**src/rtl/pwm_pkg.sv**
```systemverilog
// rtl/pwm_pkg.sv - shared constants, state type and width decode for the servo PWM path
package pwm_pkg;

   localparam int PERIOD_NOM = 2000;

   // Width set driven by the servo generator, in 100 kHz ticks.
   localparam int W_01 = 130;
   localparam int W_00 = 153;
   localparam int W_10 = 170;

   localparam int DEC_LO_MAX  = 141;
   localparam int DEC_MID_MAX = 161;

   typedef enum logic [1:0] {
      IDLE = 2'd0,
      HIGH = 2'd1,
      LOW  = 2'd2
   } state_t;

   function automatic logic [1:0] decode_sw(input int unsigned width);
      if (width <= DEC_LO_MAX)
         return 2'b01;
      else if (width <= DEC_MID_MAX)
         return 2'b00;
      else
         return 2'b10;
   endfunction

endpackage

```
**src/rtl/pwm_in_filter.sv**
```systemverilog
// rtl/pwm_in_filter.sv - input synchroniser, glitch filter and edge detect for pwm_in
module pwm_in_filter #(
   parameter int SYNC_STAGES = 2,
   parameter int FILTER_LEN  = 2
) (
   input  logic clk_100KHz,
   input  logic reset_n,
   input  logic pwm_in,
   output logic level,
   output logic rise,
   output logic fall
);

   localparam int FW = (FILTER_LEN < 2) ? 1 : $clog2(FILTER_LEN + 1);

   logic [SYNC_STAGES-1:0] sync;
   logic [FW-1:0]          run_cnt;
   logic                   level_d;
   logic                   sync_out;

   assign sync_out = sync[SYNC_STAGES-1];

   always_ff @(posedge clk_100KHz or negedge reset_n) begin
      if (!reset_n) begin
         sync <= '0;
      end else begin
         sync <= {sync[SYNC_STAGES-2:0], pwm_in};
      end
   end

   // run_cnt counts consecutive samples that disagree with the filtered level.
   always_ff @(posedge clk_100KHz or negedge reset_n) begin
      if (!reset_n) begin
         run_cnt <= '0;
         level   <= 1'b0;
         level_d <= 1'b0;
      end else begin
         level_d <= level;
         if (sync_out == level) begin
            run_cnt <= '0;
         end else if (run_cnt == FW'(FILTER_LEN - 1)) begin
            run_cnt <= '0;
            level   <= sync_out;
         end else begin
            run_cnt <= run_cnt + FW'(1);
         end
      end
   end

   assign rise = level & ~level_d;
   assign fall = ~level & level_d;

endmodule

```
**src/rtl/pwm_capture.sv**
```systemverilog
// rtl/pwm_capture.sv - measures width and period of an incoming PWM/servo pulse train
module pwm_capture
   import pwm_pkg::*;
#(
   parameter int CNT_WIDTH   = 16,
   parameter int SYNC_STAGES = 2,
   parameter int FILTER_LEN  = 2,
   parameter int TIMEOUT     = 4000,
   parameter int WIDTH_MIN   = 50,
   parameter int WIDTH_MAX   = 250
) (
   input  logic                 clk_100KHz,
   input  logic                 reset_n,
   input  logic                 pwm_in,
   output logic [CNT_WIDTH-1:0] width_out,
   output logic [CNT_WIDTH-1:0] period_out,
   output logic                 meas_valid,
   output logic [1:0]           sw_code,
   output logic                 range_err,
   output logic                 signal_lost
);

   localparam logic [CNT_WIDTH-1:0] CNT_MAX   = '1;
   localparam logic [CNT_WIDTH-1:0] CNT_ONE   = CNT_WIDTH'(1);
   localparam logic [CNT_WIDTH-1:0] TO_LIMIT  = CNT_WIDTH'(TIMEOUT);
   localparam logic [CNT_WIDTH-1:0] W_LO      = CNT_WIDTH'(WIDTH_MIN);
   localparam logic [CNT_WIDTH-1:0] W_HI      = CNT_WIDTH'(WIDTH_MAX);

   logic                 level;
   logic                 rise;
   logic                 fall;
   logic                 edge_any;
   logic                 timeout_hit;
   state_t               state;
   logic [CNT_WIDTH-1:0] hi_cnt;
   logic [CNT_WIDTH-1:0] per_cnt;
   logic [CNT_WIDTH-1:0] idle_cnt;
   logic [CNT_WIDTH-1:0] hi_inc;
   logic [CNT_WIDTH-1:0] per_inc;

   pwm_in_filter #(
      .SYNC_STAGES(SYNC_STAGES),
      .FILTER_LEN (FILTER_LEN)
   ) u_filter (
      .clk_100KHz(clk_100KHz),
      .reset_n   (reset_n),
      .pwm_in    (pwm_in),
      .level     (level),
      .rise      (rise),
      .fall      (fall)
   );

   assign edge_any = rise | fall;
   // An edge in the same tick as expiry keeps the signal alive.
   assign timeout_hit = !edge_any && (idle_cnt == TO_LIMIT - CNT_ONE);

   assign hi_inc  = (hi_cnt  == CNT_MAX) ? hi_cnt  : hi_cnt  + CNT_ONE;
   assign per_inc = (per_cnt == CNT_MAX) ? per_cnt : per_cnt + CNT_ONE;

   always_ff @(posedge clk_100KHz or negedge reset_n) begin
      if (!reset_n) begin
         state       <= IDLE;
         hi_cnt      <= '0;
         per_cnt     <= '0;
         idle_cnt    <= '0;
         width_out   <= '0;
         period_out  <= '0;
         meas_valid  <= 1'b0;
         sw_code     <= 2'b00;
         range_err   <= 1'b0;
         signal_lost <= 1'b1;
      end else begin
         meas_valid <= 1'b0;

         if (edge_any)
            idle_cnt <= '0;
         else if (idle_cnt != TO_LIMIT)
            idle_cnt <= idle_cnt + CNT_ONE;

         if (timeout_hit) begin
            signal_lost <= 1'b1;
            state       <= IDLE;
            hi_cnt      <= '0;
            per_cnt     <= '0;
         end else begin
            unique case (state)
               IDLE: begin
                  if (rise) begin
                     hi_cnt  <= CNT_ONE;
                     per_cnt <= CNT_ONE;
                     state   <= HIGH;
                  end
               end
               HIGH: begin
                  per_cnt <= per_inc;
                  if (!level)
                     state <= LOW;
                  else
                     hi_cnt <= hi_inc;
               end
               LOW: begin
                  if (rise) begin
                     width_out   <= hi_cnt;
                     period_out  <= per_cnt;
                     meas_valid  <= 1'b1;
                     sw_code     <= decode_sw(32'(hi_cnt));
                     range_err   <= (hi_cnt < W_LO) || (hi_cnt > W_HI);
                     signal_lost <= 1'b0;
                     hi_cnt      <= CNT_ONE;
                     per_cnt     <= CNT_ONE;
                     state       <= HIGH;
                  end else begin
                     per_cnt <= per_inc;
                  end
               end
               default: state <= IDLE;
            endcase
         end
      end
   end

endmodule

```
**config.mk**
```make
export PLATFORM = sky130hd
export DESIGN_NAME = pwm_capture
export DESIGN_NICKNAME = d
export VERILOG_FILES = /design/src/rtl/pwm_pkg.sv /design/src/rtl/pwm_in_filter.sv /design/src/rtl/pwm_capture.sv
export SDC_FILE = /design/constraint.sdc
export NUM_CORES = 1
export LEC_CHECK = 0
export ABC_CLOCK_PERIOD_IN_PS = 2300
export CAP_MARGIN = 10
export CORE_ASPECT_RATIO = 0.5
export CORE_UTILIZATION = 30
export DETAILED_ROUTE_END_ITERATION = 7
export GPL_TIMING_DRIVEN = 0
export PLACE_DENSITY = 0.48
export SETUP_SLACK_MARGIN = 0.05
export SLEW_MARGIN = 30
export SYNTH_ARGS = -nofsm -noshare
export SYNTH_HDL_FRONTEND = slang
export SYNTH_SLANG_ARGS = --single-unit
```
**constraint.sdc**
```tcl
create_clock -name clk_100KHz -period 2.3 [get_ports clk_100KHz]
set_input_delay 0.46 -clock clk_100KHz [delete_from_list [all_inputs] [get_ports clk_100KHz]]
set_output_delay 0.46 -clock clk_100KHz [all_outputs]
set_load 0.02 [all_outputs]
```
==> reports/metrics.cfg, run 1 <==
[clocking]
path_clk_slew_ns=0.07
cts_buffer_depth=2
cts_sinks=93
root_buffer=clkbuf_16
worstSkewPairLatency_ns=0.34
cts_tree=built
cts_max_level=3
numCtsBuffers=9

[synthesis]
seq_area_frac_synth_pct=48.20
synth_async_sr_flop_share_pct=100.0
synth_seq_cells=93
ys_warn_count=0
synth_area_per_cell_um2=10.21
synth_edf_count=0
synthFlopType=dfrtp_1
syn_area_mm2=0.004831
synthCells=473
synth.distinct_cells=56
syn-num-nets=487

[global_route]
grt_pass1_vias=3819
grt_overflow=0
antenna_found_initial=0
grt_start_max_net_pins=65
grt_pass1_wl_mm=19.84
grt_usage_pct=15.06

[placed_design]
place_ws_ns=-0.3194
io_buffers=39
dpl.hpwl_mm=7.987
gp_congestion=0.8261
dp_cells=717

[worst_setup_path]
path_max_fanout=4
path_class=reg2reg
cp_cell_sequence=or3_1 -> nor3_2 -> a21oi_4 -> buf_4 -> or4_1 -> nand2_1
crit_slowest_cell=or4_1
rrSetupSlack_ns=0.13
required_ns=2.58
end_kind=register
crit_arrival_ns=2.46
worstSetupStartpointType=register
critPathMaxStageDelay_ns=0.51

[power_and_ir_drop]
power_leakage_nw=2.501
max-vdd-ir-drop_mv=0.3946
powerDensity_mw_per_mm2=974.7

[timing]
skew_ns=0.007670
period_needed_ns=2.173
final_hold_viol_count=0
setup_viol=0
rsz0062_at_grt=true
fin_crit_sh_pct=94.49
final_max_slew_viol_count=0
fin_ws_ns=0.1266
finalHoldWorstSlack_ns=0.3445
maxSlewHeadroom_pct=54.20
worst_slew_pin_slew_ns=0.6807
fmaxAchievable_mhz=460.1

[route]
drtAntennaViolNets=0
wire_per_inst_um=15.80
avgViaCountPerCell=5.239
routed_wl_mm=11.72
initialDrtViolationCount=210
route.detailed.drc=0
vias=3887
dr.pass1.iters=4

[floorplanning]
start_util_pct=31.02
core-area_mm2=0.01557
ioPinCount=40
die_h_um=91.73
placementRows=32
dieArea_mm2=0.01665
die_w_um=181.5

[cells_and_area]
diodes=0
final_nets=547
final_common_cell=dfrtp_1
nFillCells=1549
layout_common_cells=dfrtp_1 (86), clkdlybuf4s50_1 (38), nand2_1 (36)
syn_to_final_growth_pct=25.25
layout-drive-gt1-share_pct=20.26
layout.cells.non_filler=742
multi_input_area_mm2=0.002460
register_area_mm2=0.002336

[worst_hold_path]
holdCritPathClass=reg2reg

[outcome]
status=finished, final reports clean

[run]
maxCapViolations=0

-- state kept, by name (all words and copies together) (netlist names) --
name and flops:
range_err 1, signal_lost 1, u_filter.level_d 1, idle_cnt 16, u_filter.sync 2, sw_code 2, period_out 16, meas_valid 1
u_filter.run_cnt 2, state 2, width_out 16, per_cnt 16, hi_cnt 16, u_filter.level 1
-- critical path, delay by kind of cell, from the launching register on --
| kind | cells | cell delay (ns) |
|---|---|---|
| simple gates | 4 | 1.42 |
| flops | 1 | 0.40 |
| buf+inv | 1 | 0.16 |
| compound gates | 1 | 0.14 |
-- report_power, final --
part / switching [mW] / total [mW] / internal, mW
registers: 0.192 / 2.03 / 1.84
logic: 1.33 / 2.27 / 0.941
clock network: 0.644 / 1.60 / 0.953
-- repair_timing --
| item | 4_1_cts | 5_1_grt |
|---|---|---|
| gates resized for setup | 20 | 25 |
| hold buffers | 1 | 0 |
| endpoints found under the hold margin | 16 | 0 |
| setup buffers | 3 | 5 |
| setup endpoints to repair | 37 | 64 |
| pin swaps | 0 | 3 |
-- cell type report --
type | count | share of cell area (%)
Sequential cell | 93 | 38.61
Multi-Input combinational cell | 347 | 40.65
Clock inverter | 6 | 1.447
Timing Repair Buffer | 49 | 8.085
Inverter | 12 | 0.7444
Tap cell | 204 | 4.218
Buffer | 21 | 2.461
Clock buffer | 10 | 3.784
-- layer usage --
metal | GRT usage (%) | vias up | wire length, um | part of all wire, %
met5 | 0 | - | 0 | 0
met1 | 21.50 | 1927 | 5988 | 51
met4 | 4.167 | 0 | 109 | 0.93
li1 | - | 1878 | - | -
met2 | 22.72 | 70 | 5188 | 44
met3 | 3.376 | 12 | 435 | 3.7
-- kinds of logic (layout without fill, tap and decap cells) --
kind of cell	after synthesis	in the layout	share of synthesized area, %
simple gates	184	184	21.78
buf+inv	33	98	3.237
fa+ha+maj	11	11	2.849
flops	93	93	48.20
mux	36	36	8.340
xor+xnor	12	12	2.176
compound gates	104	104	13.42
-- cell usage after synthesis (3+ instances only) --
| library cell | instances | area (um^2) |
|---|---|---|
| a31oi_1 | 5 | 31.28 |
| and4_1 | 4 | 35.03 |
| inv_1 | 12 | 45.04 |
| o21a_1 | 7 | 52.55 |
| nor2_1 | 17 | 63.81 |
| o211ai_1 | 5 | 37.54 |
| and2_1 | 17 | 106.4 |
| a21oi_1 | 32 | 160.2 |
| clkbuf_1 | 4 | 15.01 |
| or3_1 | 13 | 81.33 |
| mux2_2 | 34 | 382.9 |
| o21ai_0 | 24 | 120.1 |
| nor4_1 | 9 | 56.30 |
| o31ai_1 | 11 | 82.58 |
| nand2_1 | 36 | 135.1 |
| nand3_1 | 16 | 80.08 |
| buf_2 | 14 | 70.07 |
| and3_1 | 4 | 25.02 |
| nor3b_1 | 3 | 22.52 |
| ha_1 | 11 | 137.6 |
| nor2b_1 | 3 | 18.77 |
| o21ai_1 | 3 | 15.01 |
| dfrtp_1 | 92 | 2302 |
| xnor2_1 | 10 | 87.58 |
| or4_1 | 13 | 97.59 |
| nor3_1 | 17 | 85.08 |
| nand4_1 | 17 | 106.4 |
| a21boi_0 | 3 | 22.52 |
-- worst paths after layout --
check,startpoint,endpoint,cells past startpoint
max in group asynchronous,reset_n,signal_lost,3
worst min-delay path,u_filter.sync[0],u_filter.sync[1],0
worst max register to register,idle_cnt[12],per_cnt[9],6
worst max-delay path,idle_cnt[12],per_cnt[9],6
worst min register to register,u_filter.sync[0],u_filter.sync[1],0
min in group asynchronous,reset_n,width_out[7],2
-- stage by stage --
stage               total power [mW]  area, um^2  TNS (ns)  util, %
floorplan                      3.335        4831         0        -
global placement               4.008        5477   -281.18    35.16
detailed placement             4.026        5505    -6.076    35.35
CTS                            5.827        5933         0    38.09
global route                   6.288        6051         0    38.85
finish                         5.898        6051         0    38.85
Note: power is estimated with default switching activity, not from simulation.
==> run 2, diff against run 1 <==
CTS_BUF_LIST = sky130_fd_sc_hd__clkbuf_8   (was not set)
GPL_ROUTABILITY_DRIVEN = 0   (was not set)
==> reports/metrics.cfg, run 2 (synthesized netlist as in run 1, its figures left out) <==
[outcome]
status=finished, final reports clean

[route]
dr.pass1.iters=4  ; unchanged
vias=3850  ; -0.95%
route.detailed.drc=0  ; unchanged
routed_wl_mm=11.68  ; -0.34%
initialDrtViolationCount=241  ; +15%
avgViaCountPerCell=5.203  ; -0.68%
wire_per_inst_um=15.79  ; about the same
drtAntennaViolNets=0  ; unchanged

[cells_and_area]
design_area_mm2=0.005914  ; -2.3%
finish.utilization_pct=37.97  ; -0.88 points
diodes=0  ; unchanged
final_nets=545  ; -0.37%
layout-drive-gt1-share_pct=19.59  ; -0.67 points
nFillCells=1559  ; +0.65%
final_common_cell=dfrtp_1
layout.cells.non_filler=740  ; -0.27%
syn_to_final_growth_pct=22.43
layout_common_cells=dfrtp_1 (86), clkdlybuf4s50_1 (38), nand2_1 (36)

[global_route]
grt_pass1_vias=3825  ; +0.16%
grt_pass1_wl_mm=19.86  ; about the same
antenna_found_initial=0  ; unchanged
grt_overflow=0  ; unchanged
grt_start_max_net_pins=65  ; unchanged
grt_usage_pct=15.08  ; +0.018 points

[worst_setup_path]
path_class=reg2reg
required_ns=2.60  ; +0.02 ns
path_max_fanout=10  ; +6
crit_slowest_cell=nor4_1
path_delay_family=simple AND/OR/NAND/NOR gates
worstSetupStartpointType=register
cp_cell_sequence=buf_2 -> nand4_2 -> nor4_1 -> nand4_4 -> or4_1 -> a21oi_1
end_kind=register
critical_path_buf_inv_count=1  ; unchanged
critPathMaxStageDelay_ns=0.62  ; +0.11 ns
crit_arrival_ns=2.48  ; +0.02 ns

[floorplanning]
core-area_mm2=0.01557  ; unchanged
start_util_pct=31.02  ; unchanged
die_h_um=91.73  ; unchanged
dieArea_mm2=0.01665  ; unchanged
ioPinCount=40  ; unchanged
die_w_um=181.5  ; unchanged
placementRows=32  ; unchanged

[timing]
worst_slew_pin_slew_ns=0.7861  ; +0.1053 ns
fin_crit_sh_pct=95.01  ; +0.52 points
final_max_slew_viol_count=0  ; unchanged
finalHoldWorstSlack_ns=0.3526  ; +0.008043 ns
rsz0062_at_grt=true
maxSlewHeadroom_pct=47.24  ; -7.0 points
fmaxAchievable_mhz=457.6  ; -0.55%
fin_ws_ns=0.1147  ; -0.01197 ns
period_needed_ns=2.185  ; +0.01197 ns
final_hold_viol_count=0  ; unchanged
skew_ns=0.01277  ; +0.005097 ns
setup_tns_ns=0  ; unchanged
setup_viol=0  ; unchanged

[clocking]
worstSkewPairLatency_ns=0.38  ; +0.04 ns
path_clk_slew_ns=0.09  ; +0.02 ns
cts_sinks=93  ; unchanged
cts_tree=built
cts_buffer_depth=2  ; unchanged
cts_max_level=3  ; unchanged
numCtsBuffers=9  ; unchanged
root_buffer=clkbuf_8

[placed_design]
io_buffers=39  ; unchanged
place_ws_ns=-0.3194  ; unchanged
placed_area_mm2=0.005505  ; unchanged
dpl.hpwl_mm=7.987  ; unchanged
dp_cells=717  ; unchanged

[run]
maxCapViolations=0  ; unchanged

[power_and_ir_drop]
power_leakage_nw=2.444  ; -2.3%
finalPower_mw=5.483  ; -7.0%
max-vdd-ir-drop_mv=0.4341  ; +10%
powerDensity_mw_per_mm2=927.0  ; -4.9%

[worst_hold_path]
holdCritPathClass=reg2reg

[run 2: cell count changes in the layout (fill, tap and decap cells not counted)]
| cell | delta |
|---|---|
| clkbuf_16 | -9 |
| clkbuf_8 | +9 |
| buf_4 | -2 |
| a21oi_2 | +1 |
| a21oi_4 | -1 |
| buf_2 | +1 |
| clkbuf_1 | -1 |
| clkbuf_4 | -1 |
| inv_1 | +1 |
| nor4_1 | +1 |
| nor4_2 | -1 |
| o21ai_0 | +1 |
| o21ai_2 | -1 |
[run 2: per-layer routing]
metal / GRT usage (%) / part of all wire (%)
met1: 21.50 / 52
met2: 22.69 / 45
met4: 4.590 / 0.81
met3: 3.257 / 2.8
met5: 0 / 0
[run 2: path summary, 6_finish.rpt]
kind	from	endpoint	slack [ns]	depth (start not counted)
max	hi_cnt[5]	hi_cnt[15]	0.11	6
min	u_filter.sync[0]	u_filter.sync[1]	0.35	0
max reg2reg	hi_cnt[5]	hi_cnt[15]	0.11	6
min reg2reg	u_filter.sync[0]	u_filter.sync[1]	0.35	0
max in group asynchronous	reset_n	signal_lost	1.11	3
min in group asynchronous	reset_n	width_out[7]	0.51	2
[run 2: area by class of cell]
cell class	count	area (um^2)	share of cell area (%)
plain buffers	21	146.4	2.475
inverters	12	45.04	0.7616
multi-input cells	347	2442	41.29
clock buffers	9	123.9	2.094
flip-flops and latches	93	2336	39.50
well taps	204	255.2	4.316
clock inverters	7	91.34	1.544
repair buffers	47	474.2	8.018
[run 2: where the power goes]
group / internal [mW] / leakage, nW / switching, mW / total, mW
Sequential: 1.84 / 1.25 / 0.193 / 2.03
Clock: 0.609 / 0.114 / 0.605 / 1.21
Combinational: 0.923 / 1.08 / 1.32 / 2.24
[run 2: timing repair]
| action | CTS | global route |
|---|---|---|
| gates resized for setup | 19 | 21 |
| setup endpoints to repair | 37 | 64 |
| hold buffers | 1 | 0 |
| pin swaps | 0 | 2 |
| endpoints found under the hold margin | 29 | 0 |
| setup buffers | 3 | 3 |
